File: src/rtl/adc_cond_pkg.sv
// adc_cond_pkg: shared widths, sample/FSM types and ADC code conversion
package adc_cond_pkg;
  localparam int ADC_W  = 14;
  localparam int OUT_W  = 16;
  localparam int DROP_W = 16;
  typedef logic signed [ADC_W-1:0] adc_s_t;
  typedef enum logic {DISABLED, ACCUM} fsm_t;
  // inv=1: flip magnitude bits; inv=0: offset binary, flip the MSB
  function automatic adc_s_t conv_code(input logic [ADC_W-1:0] raw, input logic inv);
    return inv ? {raw[ADC_W-1], ~raw[ADC_W-2:0]} : raw ^ {1'b1, {(ADC_W-1){1'b0}}};
  endfunction
endpackage

File: src/rtl/adc_cond_fmt.sv
// adc_cond_fmt: stage-1 input register and code conversion; ADC_COND_OFFSET_EN adds offset subtract with saturation
module adc_cond_fmt import adc_cond_pkg::*; #(
  parameter bit ADC_INV = 1'b1
) (
  input  logic             adc_clk_i,
  input  logic             adc_rstn_i,
  input  logic [ADC_W-1:0] adc_dat_i,
  input  logic             adc_vld_i,
`ifdef ADC_COND_OFFSET_EN
  input  logic [ADC_W-1:0] offset_i,
`endif
  output adc_s_t           s14_o,
  output logic             vld_o
);
  logic [ADC_W-1:0] dat_q;
  logic             vld_q;
  adc_s_t           conv;
  // register raw code and strobe together
  always_ff @(posedge adc_clk_i or negedge adc_rstn_i)
    if (!adc_rstn_i) begin
      dat_q <= '0;
      vld_q <= 1'b0;
    end else begin
      dat_q <= adc_dat_i;
      vld_q <= adc_vld_i;
    end
  assign conv  = conv_code(dat_q, ADC_INV);
  assign vld_o = vld_q;
`ifdef ADC_COND_OFFSET_EN
  // one extra bit of headroom; sign bits disagreeing means out of s14 range
  logic signed [ADC_W:0] diff;
  assign diff  = $signed({conv[ADC_W-1], conv}) - $signed({offset_i[ADC_W-1], offset_i});
  assign s14_o = (diff[ADC_W] == diff[ADC_W-1]) ? diff[ADC_W-1:0] :
                 diff[ADC_W] ? {1'b1, {(ADC_W-1){1'b0}}} : {1'b0, {(ADC_W-1){1'b1}}};
`else
  assign s14_o = conv;
`endif
endmodule

File: src/rtl/adc_sample_conditioner.sv
// adc_sample_conditioner: ADC qualify/convert, boxcar decimate by 2^DEC_LOG2, valid/ready output with drop tracking (ADC_COND_OFFSET_EN adds offset_i)
module adc_sample_conditioner import adc_cond_pkg::*; #(
  parameter int DEC_LOG2 = 2,
  parameter bit ADC_INV  = 1'b1
) (
  input  logic              adc_clk_i,
  input  logic              adc_rstn_i,
  input  logic              en_i,
  input  logic [ADC_W-1:0]  adc_dat_i,
  input  logic              adc_vld_i,
`ifdef ADC_COND_OFFSET_EN
  input  logic [ADC_W-1:0]  offset_i,
`endif
  output logic [OUT_W-1:0]  m_dat_o,
  output logic              m_vld_o,
  input  logic              m_rdy_i,
  output logic              ovr_o,
  input  logic              ovr_clr_i,
  output logic [DROP_W-1:0] drop_cnt_o
);
  localparam int AW = ADC_W + DEC_LOG2;
  localparam int CW = DEC_LOG2 + 1;
  localparam logic [CW-1:0] CNT_LAST = CW'((2 ** DEC_LOG2) - 1);
  localparam logic signed [AW-1:0] RND = AW'((2 ** DEC_LOG2) >> 1);
  adc_s_t                 s14, mean;
  logic                   s_vld, acc_en, done, load, drop;
  fsm_t                   state_q, state_d;
  logic signed [AW-1:0]   acc_q, acc_d, sum, rnd_sum;
  logic [CW-1:0]          cnt_q, cnt_d;
  logic [OUT_W-1:0]       m_dat_q, m_dat_d;
  logic                   m_vld_q, m_vld_d, ovr_q, ovr_d;
  logic [DROP_W-1:0]      drop_q, drop_d;
  adc_cond_fmt #(.ADC_INV(ADC_INV)) u_fmt (
    .adc_clk_i (adc_clk_i),
    .adc_rstn_i(adc_rstn_i),
    .adc_dat_i (adc_dat_i),
    .adc_vld_i (adc_vld_i),
`ifdef ADC_COND_OFFSET_EN
    .offset_i  (offset_i),
`endif
    .s14_o     (s14),
    .vld_o     (s_vld)
  );
  // FSM state register
  always_ff @(posedge adc_clk_i or negedge adc_rstn_i)
    if (!adc_rstn_i) state_q <= DISABLED;
    else state_q <= state_d;
  // FSM next state: follow en_i one cycle later
  always_comb state_d = en_i ? ACCUM : DISABLED;
  // FSM output: accumulate only while enabled in ACCUM
  always_comb acc_en = (state_q == ACCUM) && en_i;
  // block sum fits in AW bits even with the rounding term added
  assign sum     = acc_q + AW'(s14);
  assign rnd_sum = sum + RND;
  assign mean    = adc_s_t'(rnd_sum >>> DEC_LOG2);
  assign done    = acc_en && s_vld && (cnt_q == CNT_LAST);
  assign load    = done && (!m_vld_q || m_rdy_i);
  assign drop    = done && m_vld_q && !m_rdy_i;
  // accumulator, output register and drop tracking next state
  always_comb begin
    acc_d   = !acc_en ? '0 : !s_vld ? acc_q : done ? '0 : sum;
    cnt_d   = !acc_en ? '0 : !s_vld ? cnt_q : done ? '0 : cnt_q + 1'b1;
    m_dat_d = load ? {mean, 2'b00} : m_dat_q;
    m_vld_d = load || (m_vld_q && !m_rdy_i);
    ovr_d   = drop || (ovr_q && !ovr_clr_i);
    drop_d  = ovr_clr_i ? DROP_W'(drop) : drop_q + DROP_W'(drop && !(&drop_q));
  end
  // datapath registers
  always_ff @(posedge adc_clk_i or negedge adc_rstn_i)
    if (!adc_rstn_i) begin
      acc_q   <= '0;
      cnt_q   <= '0;
      m_dat_q <= '0;
      m_vld_q <= 1'b0;
      ovr_q   <= 1'b0;
      drop_q  <= '0;
    end else begin
      acc_q   <= acc_d;
      cnt_q   <= cnt_d;
      m_dat_q <= m_dat_d;
      m_vld_q <= m_vld_d;
      ovr_q   <= ovr_d;
      drop_q  <= drop_d;
    end
  assign m_dat_o    = m_dat_q;
  assign m_vld_o    = m_vld_q;
  assign ovr_o      = ovr_q;
  assign drop_cnt_o = drop_q;
endmodule

File: config.mk
export PLATFORM = sky130hd
export DESIGN_NAME = adc_sample_conditioner
export DESIGN_NICKNAME = d
export VERILOG_FILES = /design/src/rtl/adc_cond_pkg.sv /design/src/rtl/adc_cond_fmt.sv /design/src/rtl/adc_sample_conditioner.sv
export SDC_FILE = /design/constraint.sdc
export NUM_CORES = 1
export LEC_CHECK = 0
export ABC_AREA = 1
export BUFFER_PORTS_ARGS = -buffer_cell sky130_fd_sc_hd__buf_2
export CAP_MARGIN = 20
export CORE_ASPECT_RATIO = 1.4
export CORE_MARGIN = 4
export CORE_UTILIZATION = 52
export DETAILED_ROUTE_END_ITERATION = 8
export GPL_TIMING_DRIVEN = 0
export HOLD_SLACK_MARGIN = 0.1
export MAX_ROUTING_LAYER = met4
export PLACE_DENSITY = 0.79
export SETUP_SLACK_MARGIN = 0.02
export SYNTH_ARGS = -nofsm -noshare
export SYNTH_HDL_FRONTEND = slang
export SYNTH_SLANG_ARGS = --single-unit
File: constraint.sdc
create_clock -name adc_clk_i -period 2.1 [get_ports adc_clk_i]
set_input_delay 0.315 -clock adc_clk_i [delete_from_list [all_inputs] [get_ports adc_clk_i]]
set_output_delay 0.315 -clock adc_clk_i [all_outputs]
set_load 0.01 [all_outputs]
==> metrics.yaml <==
io_pins: 54
slew_viol_final: 0
crit_fanout: 2
grt_pass1_wl_um: 17300
finalInstanceArea_um2: 5400
max_freq_ghz: 0.415
synth-seq-area-share_pct: 41.5
syn_area_um2: 4040
grt_max_degree: 68
required_ns: 2.37
worst_pin_slew_ns: 0.860
maxCapViolations: 0
internal-power_mw: 2.42
clk_latency_ns: 0.38
area_growth_pct: 33.7
cts_tree: "done"
cts_inserted_buffers: 9
yosys.area.top_type_share_pct: 41.5
cts.sinks: 67
yosys.area.top_type: "dfrtp_1"
swShare_pct: 30.1
powerDensity_nw_per_um2: 640
layout-drive-gt1-share_pct: 35.8
power_switching_mw: 1.04
cp.arrival_ns: 2.68
antenna_cells: 0
clkSlewWorstSetupHoldPaths_ns: 0.09
fill_cells: 550
worst_hold_slack_ns: 0.176
globalplace.congestion: 0.875
ir_worst_vdd_mv: 0.568
routed_via_density: 5.28
synth-edff-count: 0
critPathTopFamily: "simple AND/OR/NAND/NOR gates"
root_buffer: "clkbuf_8"
cts.htree.levels: 3
crit_chain: "nand2_2, nor3_4, nand4_1, nor4_2, nor2_2, ha_2, ha_4, nand2_2, inv_2, nand2_4, nor2_4, nand2_4, buf_6, nor3_1, o221a_2"
dp_slack_ns: -0.482
synth_area_leaders: "dfrtp_1 42%, nand2_1 14%, inv_1 6.9%"
die_w_um: 82.5
maxSlewHeadroom_pct: 42.7
num_vias: 3858
fp-row-count: 37
die_h_um: 112
tns_ns: -4.01
seqPwrFrac_pct: 41.0
ys_types: 37
core_um2: 7450
p_clk_share_pct: 39.4
leakage_nw: 2.82
grt_overflow_total: 0
final_cells: 731
finalNetCount: 669
status: "finished, violations left"
start_util_pct: 54.2
fin_crit_sh_pct: 115
post-place-cells: 671
track_usage_pct: 25.0
min_path_type: "in -> reg"
die_area_um2: 9260
placed_area_um2: 4490
synthFlopType: "dfrtp_1"
fin_skew_ns: 0.0188
setup_slack_ns: -0.311
antenna_found_initial: 0
final_core_util_pct: 72.4
syn-mean-instance-area_um2: 7.72
drcViolationCount: 0
cp-start-kind: "flop"
async_flop_share_pct: 100
portBuffers: 50
hold_violations: 0
path_buf_inv: 2
first_iter_violations: 159
crit_type: "reg -> reg"
slowest_stage: "dfrtp_1"
comb_power_share_pct: 19.6
cp_slowest_stage_delay_ns: 0.43
power.total_mw: 3.45
drt_wl_total_um: 11100
avgRoutedWirePerCell_um: 15.2
worst_setup_path_end_kind: "flop"
violations: "negative setup slack"
netlist_instances: 523
grt_setup_unrepaired: "true"
postRouteAntennaNets: 0
ys_warn_count: 0
hpwl_um: 7090
min_period_ns: 2.41
setup_viol: 22
clock_path_buffers: 2
synth-seq-cells: 67
dr.pass1.iters: 5
grt_pass1_vias: 3820
-- per-layer routing --
metal	vias to the layer above	part of all wire, %	track usage (%)
met5	-	0	-
met4	0	4.7	12.2
met3	41	4.7	5.14
met2	114	55	42.5
met1	1841	36	26.8
li1	1862	-	-
-- final timing paths --
path	startpoint	endpoint	cells past startpoint	slack, ns
setup / recovery	drop_cnt_o[10]	drop_cnt_o[10]	15	-0.31
hold / removal	m_rdy_i	m_vld_o	2	0.18
setup reg to reg	drop_cnt_o[10]	drop_cnt_o[10]	15	-0.31
hold reg to reg	m_dat_o[12]	m_dat_o[12]	2	0.48
max in group asynchronous	adc_rstn_i	drop_cnt_o[8]	2	0.92
min in group asynchronous	adc_rstn_i	u_fmt.dat_q[6]	2	0.59
-- sequential cells by signal, indices dropped and copies added, names as in the netlist --
| signal | cells |
|---|---|
| state_q | 1 |
| cnt_q | 3 |
| m_vld_o | 1 |
| drop_cnt_o | 16 |
| m_dat_o | 14 |
| u_fmt.dat_q | 14 |
| ovr_o | 1 |
| u_fmt.vld_o | 1 |
| acc_q | 16 |
-- synth_stat cells (2+ instances only) --
| master | count |
|---|---|
| a21oi_1 | 14 |
| nand3_4 | 2 |
| nand2_4 | 6 |
| dfrtp_1 | 67 |
| nand3_1 | 32 |
| nor2_8 | 2 |
| clkbuf_1 | 5 |
| nor2_4 | 4 |
| nor3_1 | 10 |
| o221a_2 | 2 |
| inv_1 | 74 |
| nor2_2 | 5 |
| ha_1 | 19 |
| xnor2_1 | 3 |
| o21ai_1 | 4 |
| o31ai_1 | 2 |
| nor2_1 | 40 |
| o21ai_0 | 22 |
| inv_2 | 11 |
| buf_4 | 3 |
| xor2_1 | 3 |
| a22o_1 | 2 |
| nand3_2 | 7 |
| nand2_1 | 149 |
| a31oi_1 | 2 |
| nand2_2 | 16 |
| a32o_1 | 2 |
| nand4_1 | 6 |
-- cell families (layout without fill, tap and decap cells) --
group                    count (synthesis)  after routing  share of synthesized area, %
AO/OA/AOI/OAI                           53             53                          7.66
adder cells (fa/ha/maj)                 20             20                          6.39
other                                    1              2                        0.0929
flip-flops                              67             67                          41.5
buffers and inverters                   94            204                          9.08
XOR/XNOR                                 6              6                          1.30
AND/OR/NAND/NOR                        282            282                          33.9
-- worst register-to-register path, stage by stage, from the launching register on --
cell and delay (ns):
dfrtp_1 0.43, nand2_2 0.11, nor3_4 0.13, nand4_1 0.14
nor4_2 0.34, nor2_2 0.08, ha_2 0.21, ha_4 0.17
nand2_2 0.05, inv_2 0.05, nand2_4 0.07, nor2_4 0.05
nand2_4 0.08, buf_6 0.10, nor3_1 0.04, o221a_2 0.25
-- power by group through the flow --
stage	clock network, mW	registers [mW]	logic [mW]
final	1.36	1.42	0.676
after CTS	1.37	1.41	0.630
after global routing	1.45	1.43	0.758
after detailed placement	0	1.44	0.569
after floorplan	0	1.44	0.381
after global placement	0	1.43	0.557
-- placed cells by master (no fill, tap or decap), types with 3 or more instances in the layout --
master         instances
a21oi_1                9
nor2_1                26
bufinv_16              3
xnor2_1                3
buf_2                 49
nand2_2               31
dfrtp_1               66
clkbuf_1               5
nor2_2                12
ha_4                   4
a21oi_2                5
dlygate4sd3_1         17
nor2_4                11
o21ai_0               14
ha_2                   4
nand3_4                3
nand2_4               11
inv_2                 19
o21ai_1               10
nand3_2               11
nand3_1               27
nor3_1                 6
buf_6                  4
nand4_1                6
buf_4                 27
ha_1                  11
clkbuf_8               9
nand2_1              129
inv_1                 65
nor3_2                 3
-- repair_timing --
| item | 4_1_cts | 5_1_grt |
|---|---|---|
| setup endpoints to repair | 18 | 26 |
| hold buffers | 17 | 0 |
| pin swaps | 11 | 16 |
| setup buffers | 18 | 10 |
| endpoints found under the hold margin | 56 | 0 |
| resized for setup | 44 | 42 |
-- layout make-up --
class	instances	area (um^2)	share of cell area, %
buffer	8	45.0	0.834
clock buffer	9	124	2.29
clock inverter	7	124	2.29
inverter	86	328	6.07
multi-input combinational	363	2340	43.4
sequential	67	1680	31.1
tap	97	121	2.25
timing repair buffer	94	637	11.8
Note: power is estimated with default switching activity, not from simulation.
